File: src/rtl/op_serializer.sv
// op_serializer: captures a WIDTH-bit opcode word and shifts it out MSB-first
// as one start bit plus WIDTH data bits, followed by a forced-low idle gap.
module op_serializer #(
   parameter int WIDTH        = 40,
   parameter int CLKS_PER_BIT = 4,
   parameter int GAP_BITS     = 2
) (
   input  logic             clk,
   input  logic             reset_n,
   input  logic [WIDTH-1:0] data,
   input  logic             data_valid,
   output logic             data_ack,
   output logic             sout,
   output logic             busy,
   output logic             frame_done
);
   localparam logic [1:0] IDLE  = 2'd0;
   localparam logic [1:0] START = 2'd1;
   localparam logic [1:0] SHIFT = 2'd2;
   localparam logic [1:0] GAP   = 2'd3;
   localparam int CW = $clog2(WIDTH + GAP_BITS + 1);
   localparam int DW = $clog2(CLKS_PER_BIT + 1);
   localparam logic [DW-1:0] DIV_LAST = DW'(CLKS_PER_BIT - 1);

   logic [1:0]       state_q, state_d;
   logic [WIDTH-1:0] shift_q, shift_d;
   logic [CW-1:0]    bit_q, bit_d;
   logic [DW-1:0]    div_q, div_d;
   logic             sout_q, sout_d, busy_q, busy_d, ack_q, ack_d, done_q, done_d;
   logic             div_end;

   always_comb begin
      div_end = div_q == DIV_LAST;
      state_d = state_q;
      shift_d = shift_q;
      bit_d   = bit_q;
      div_d   = div_end ? '0 : div_q + 1'b1;
      case (state_q)
         IDLE: begin
            div_d = '0;
            if (data_valid) begin
               state_d = START;
               shift_d = data;
            end
         end
         START: if (div_end) begin
            state_d = SHIFT;
            bit_d   = CW'(WIDTH - 1);
         end
         SHIFT: if (div_end) begin
            shift_d = {shift_q[WIDTH-2:0], 1'b0};
            bit_d   = bit_q - 1'b1;
            if (bit_q == '0) begin
               state_d = GAP;
               bit_d   = CW'(GAP_BITS - 1);
            end
         end
         default: if (div_end) begin
            bit_d = bit_q - 1'b1;
            if (bit_q == '0) state_d = IDLE;
         end
      endcase
      // outputs are registered from the upcoming state so they line up with it
      sout_d = state_d == START || (state_d == SHIFT && shift_d[WIDTH-1]);
      busy_d = state_d != IDLE;
      ack_d  = state_q == IDLE && data_valid;
      done_d = state_d == GAP && div_d == DIV_LAST && bit_d == '0;
   end

   always_ff @(posedge clk or negedge reset_n) begin
      if (!reset_n) begin
         state_q <= IDLE;
         shift_q <= '0;
         bit_q   <= '0;
         div_q   <= '0;
         sout_q  <= 1'b0;
         busy_q  <= 1'b0;
         ack_q   <= 1'b0;
         done_q  <= 1'b0;
      end else begin
         state_q <= state_d;
         shift_q <= shift_d;
         bit_q   <= bit_d;
         div_q   <= div_d;
         sout_q  <= sout_d;
         busy_q  <= busy_d;
         ack_q   <= ack_d;
         done_q  <= done_d;
      end
   end

   assign sout       = sout_q;
   assign busy       = busy_q;
   assign data_ack   = ack_q;
   assign frame_done = done_q;
endmodule

File: config.mk
export PLATFORM = sky130hd
export DESIGN_NAME = op_serializer
export DESIGN_NICKNAME = d
export VERILOG_FILES = /design/src/rtl/op_serializer.sv
export SDC_FILE = /design/constraint.sdc
export NUM_CORES = 1
export LEC_CHECK = 0
export CAP_MARGIN = 20
export CORE_ASPECT_RATIO = 1.5
export CORE_MARGIN = 2
export CORE_UTILIZATION = 47
export DETAILED_ROUTE_END_ITERATION = 12
export PLACE_DENSITY = 0.73
export SLEW_MARGIN = 20
export SYNTH_ARGS = -nofsm -noshare
export SYNTH_HDL_FRONTEND = slang
export SYNTH_SLANG_ARGS = --single-unit
File: constraint.sdc
create_clock -name clk -period 1.95 [get_ports clk]
set_input_delay 0.585 -clock clk [delete_from_list [all_inputs] [get_ports clk]]
set_output_delay 0.585 -clock clk [all_outputs]
set_load 0.01 [all_outputs]
After elaboration in Yosys (flattened, before gate mapping) --
Cells that the tools add are included.
Word-level totals: bits in registers 55, bits of input ports 43, word-level logic and storage cells 48
Cells by class: add/sub/neg operators 2, eq/ne operators 9, mux-type cells 17, reduce and logical (&&, ||, !) cells 11
Operators with widths (number):
- 40-bit two-way mux | 2
- 40-bit one-hot mux with 2 select lines | 1
- 6-bit two-way mux | 4
- 6-bit one-hot mux with 3 select lines | 1
- 6-bit zero test | 2
- 2-bit two-way mux | 6
- 2-bit equality test (second input constant) | 3
- 3-bit by 2-bit equality test with 1-bit output (second input constant) | 2
- 3-bit two-way mux | 2
- 2-bit one-hot mux with 3 select lines | 1
- 6-bit by 1-bit subtractor with 6-bit output (second input constant) | 1
- 2-bit by 1-bit equality test with 1-bit output (second input constant) | 2
- 1-bit logical AND | 4
- 2-bit != test (second input constant) | 2
- 2-bit nonzero test | 2
- 3-bit by 1-bit adder with 3-bit output (second input constant) | 1
- 3-bit AND reduction | 1
- 2-bit zero test | 1
- 1-bit logical OR | 1

Longest topological paths before layout --
depth after elaboration 7, depth in mapped cells 9

Least setup slack after synthesis --
OpenSTA, ideal clock, no wires.
kind register to register, from register div_q[0], to register done_q (netlist: frame_done), library setup time 94 ps, arrival time 1841 ps, path slack 15 ps, cell stages (with the launch flop) 10, path buffers 1, clock period less this slack 1935 ps, cells stage by stage dfrtp_1 ha_1 and2b_1 buf_6 inv_1 ha_1 nand2_1 o21ai_0 a21o_2 nor4b_4
Between the ends: elaborated cells on any way between the ends 17, those cells by class 1 x add/sub; 3 x eq/ne; 10 x mux; 3 x reduce/logical
RTL lines:
- start: declaration | line 28 | logic [DW-1:0] div_q, div_d;
- start signal: assignment | line 84 | div_q <= div_d;
- 3-bit by 2-bit equality test with 1-bit output * | line 33 | div_end = div_q == DIV_LAST;
- 6-bit two-way mux (on tied branches) | line 58, 46, 50
- 6-bit one-hot mux with 3 select lines * | line 38 | case (state_q)
- net bit_d[0] | line 27 | logic [CW-1:0] bit_q, bit_d;
- 6-bit zero test * | line 67 | done_d = state_d == GAP && div_d == DIV_LAST && bit_d == '0;
- 1-bit logical AND * | line 67
- net done_d | line 29 | logic sout_q, sout_d, busy_q, busy_d, ack_q, ack_d, done_q, done_d;
- end signal: assignment | line 88 | done_q <= done_d;
- end: declaration | line 29
Mark *: on every way through the listed nets, which the timed path passes. The rest lies on a longest branch. A chain may end at the register's enable or synchronous reset.

Final worst setup path --
Ends and elaborated chain as after synthesis.

==> impl_metrics.yaml <==
outcome:
  status: "completed"
floorplan:
  fp.dieH_um: 95.8
  coreArea_sq_um: 5450
  initial_utilization: 0.485
  io_pins: 47
  die_x_um: 65.2
  num_rows: 33
  dieArea_sq_um: 6250
synth:
  synth_fp_nets: 315
  ys_seq_area_frac: 0.521
  synth_cells: 268
  ys.flop_type: "dfrtp_1"
  synth_warnings: 0
  syn_area_sq_um: 2640
  synth_edf_count: 0
  synth_top_family_by_area: "simple AND/OR/NAND/NOR gates"
  synthMuxAreaShare: 0
  synth_fa_ha_area_frac: 0.0189
  syn_avg_cell_area_sq_um: 9.86
  yosys_register_bits: 55
  yosys.area.top_type_share: 0.521
  synth-compound-area-share: 0.184
  synthArstFlopShare: 1.00
  synth-simple-area-share: 0.223
  synthTopCellsByArea: "dfrtp_1 52%, nand2_1 11%, a22oi_1 11%, a21oi_1 2.1%, ha_1 1.9%"
  synth-xor-area-share: 0
  synth_top_cell_by_area: "dfrtp_1"
  yosysUniqueCellTypes: 48
critical_path:
  cp_data_arrival_time_ps: 2040
  cp_num_buf_inv: 1
  startpoint: "div_q[0]"
  crit_family: "simple AND/OR/NAND/NOR gates"
  rr_worst_depth: 8
  critPathMaxFanout: 5
  crit_path_start_kind: "register"
  criticalPathCategory: "register to register"
  cp.depth: 8
  worstSetupEndpointType: "register"
  slowest_delay_ps: 400
  r2r-start: "div_q[0]"
  required_ps: 2170
  path_cells: "ha_2 -> and2b_1 -> inv_1 -> ha_1 -> nand2_1 -> o21ai_0 -> a21o_2 -> nor4b_4"
  critPathSlowestCell: "dfrtp_1"
route:
  vias: 2060
  drtPass1Iterations: 4
  met3_length_um: 181
  top_layer: "met4"
  wl_per_cell_um: 14.9
  wl_met2_um: 3040
  final_antenna_net_count: 0
  avgViaCountPerCell: 5.38
  drc: 0
  first_iter_violations: 115
  drt-total-wl_um: 5710
  m1WireLength_um: 2350
clock_tree:
  cts_tree: "built"
  clk-insertion-delay-late_ps: 310
  cts_buffer_depth: 2
  cts.sinks: 55
  root_buffer: "clkbuf_8"
  hold_buffers: 0
  cts_buffers: 5
  htreeDepth: 2
  path_clk_slew_ps: 100
cells_and_area:
  final_common_cell: "nand2_1"
  fin_area_sq_um: 3290
  nets: 360
  n_antenna_cell: 0
  stdcell_count: 383
  syn_to_final_growth_pct: 24.6
  final_cell_mix: "80 x nand2_1, 55 x dfrtp_1, 45 x clkdlybuf4s50_1, 38 x a22oi_1, 11 x a21oi_1"
  fillers: 490
  drive_gt1_frac: 0.112
place:
  portBuffers: 46
  placed_area_sq_um: 3180
  place_congestion: 0.856
  post-dp-hpwl_um: 3930
  place_inst: 376
sta:
  fin_skew_ps: 10.3
  slew_headroom: 0.734
  fin_crit_ps: 1830
  rsz0062_at_grt: "false"
  fmax_mhz: 548
  min_period_over_period: 0.936
  worstMarginPinSlew_ps: 399
  fin_hold_ws_ps: 251
  setup_viol: 0
  drv_slew: 0
  final-hold-violation-count: 0
global_route:
  grt_max_degree: 56
  grt_antenna_before_repair: 0
  grt_pass1_wl_um: 9480
  grt_pass1_vias: 2060
  grt_util_all_layers: 0.197
  gr-total-overflow: 0
worst_hold_path:
  min_path_type: "input port to async pin"
pwr:
  power.leakage_nw: 1.53
  peakVddDrop_mv: 0.543
  p_per_area_nw_per_um2: 632
run:
  cap_violations: 0
==> cells by family after synthesis <==
logic type,Yosys count
adders and majority gates,4
buffers and inverters,24
AOI/OAI and AO/OA,68
DFF,55
and+or+nand+nor,117
==> routing by layer <==
metal / vias to the layer above / global-route usage
met5: - / 0
met4: 0 / 0.0781
met3: 13 / 0.0351
met2: 51 / 0.346
met1: 979 / 0.237
li1: 1017 / -
==> through the flow <==
stage / TNS, ps / utilization / setup slack, ps / total power, W
after floorplan: 0 / - / 15.3 / 0.00123
after global placement: -1200 / 0.584 / -57.7 / 0.00135
after detailed placement: -952 / 0.584 / -65.9 / 0.00136
after CTS: 0 / 0.603 / 66.4 / 0.00210
after global routing: 0 / 0.604 / 37.5 / 0.00217
final: 0 / 0.604 / 125 / 0.00208
==> area by class of cell <==
class | count | area [sq um] | share of cell area
Clock buffer | 5 | 68.8 | 0.0209
Tap cell | 70 | 87.6 | 0.0266
Timing Repair Buffer | 57 | 576 | 0.175
Sequential cell | 55 | 1380 | 0.418
Clock inverter | 2 | 37.5 | 0.0114
Multi-Input combinational cell | 189 | 1130 | 0.342
Inverter | 5 | 18.8 | 0.00570
==> cell usage after synthesis (2+ instances only) <==
cell type and count:
nor3_1 2, nand4_1 2, clkbuf_1 6, buf_2 6, and2_1 3, dfrtp_1 55, nor2_1 7, a22oi_1 38
nand3_1 2, buf_6 3, nand2_1 80, ha_1 4, inv_1 5, o21ai_0 8, nor2b_1 2, buf_4 3
a21oi_1 11
==> worst paths after layout <==
kind,slack [ps],end
setup / recovery,120,frame_done
hold / removal,250,div_q[0]
setup reg to reg,120,frame_done
hold reg to reg,480,shift_q[38]
max in group asynchronous,1430,bit_q[3]
min in group clk,480,shift_q[38]
==> power breakdown <==
group          switching (W)  total, W  leakage [nW]  internal (W)
Combinational      0.0000528  0.000144         0.778     0.0000914
Sequential         0.0000165   0.00119         0.706       0.00117
Clock               0.000371  0.000747        0.0502      0.000376
==> registers in the layout, indices dropped and copies added, names as in the netlist <==
signal      flops
frame_done      1
bit_q           6
div_q           3
data_ack        1
busy            1
shift_q        40
sout            1
state_q         2
==> timing repair <==
item,in CTS,in global routing
resized for setup,0,1
endpoints found under the setup margin,0,1
setup buffers,0,0
No activity file was read; power rests on OpenSTA's default activity.
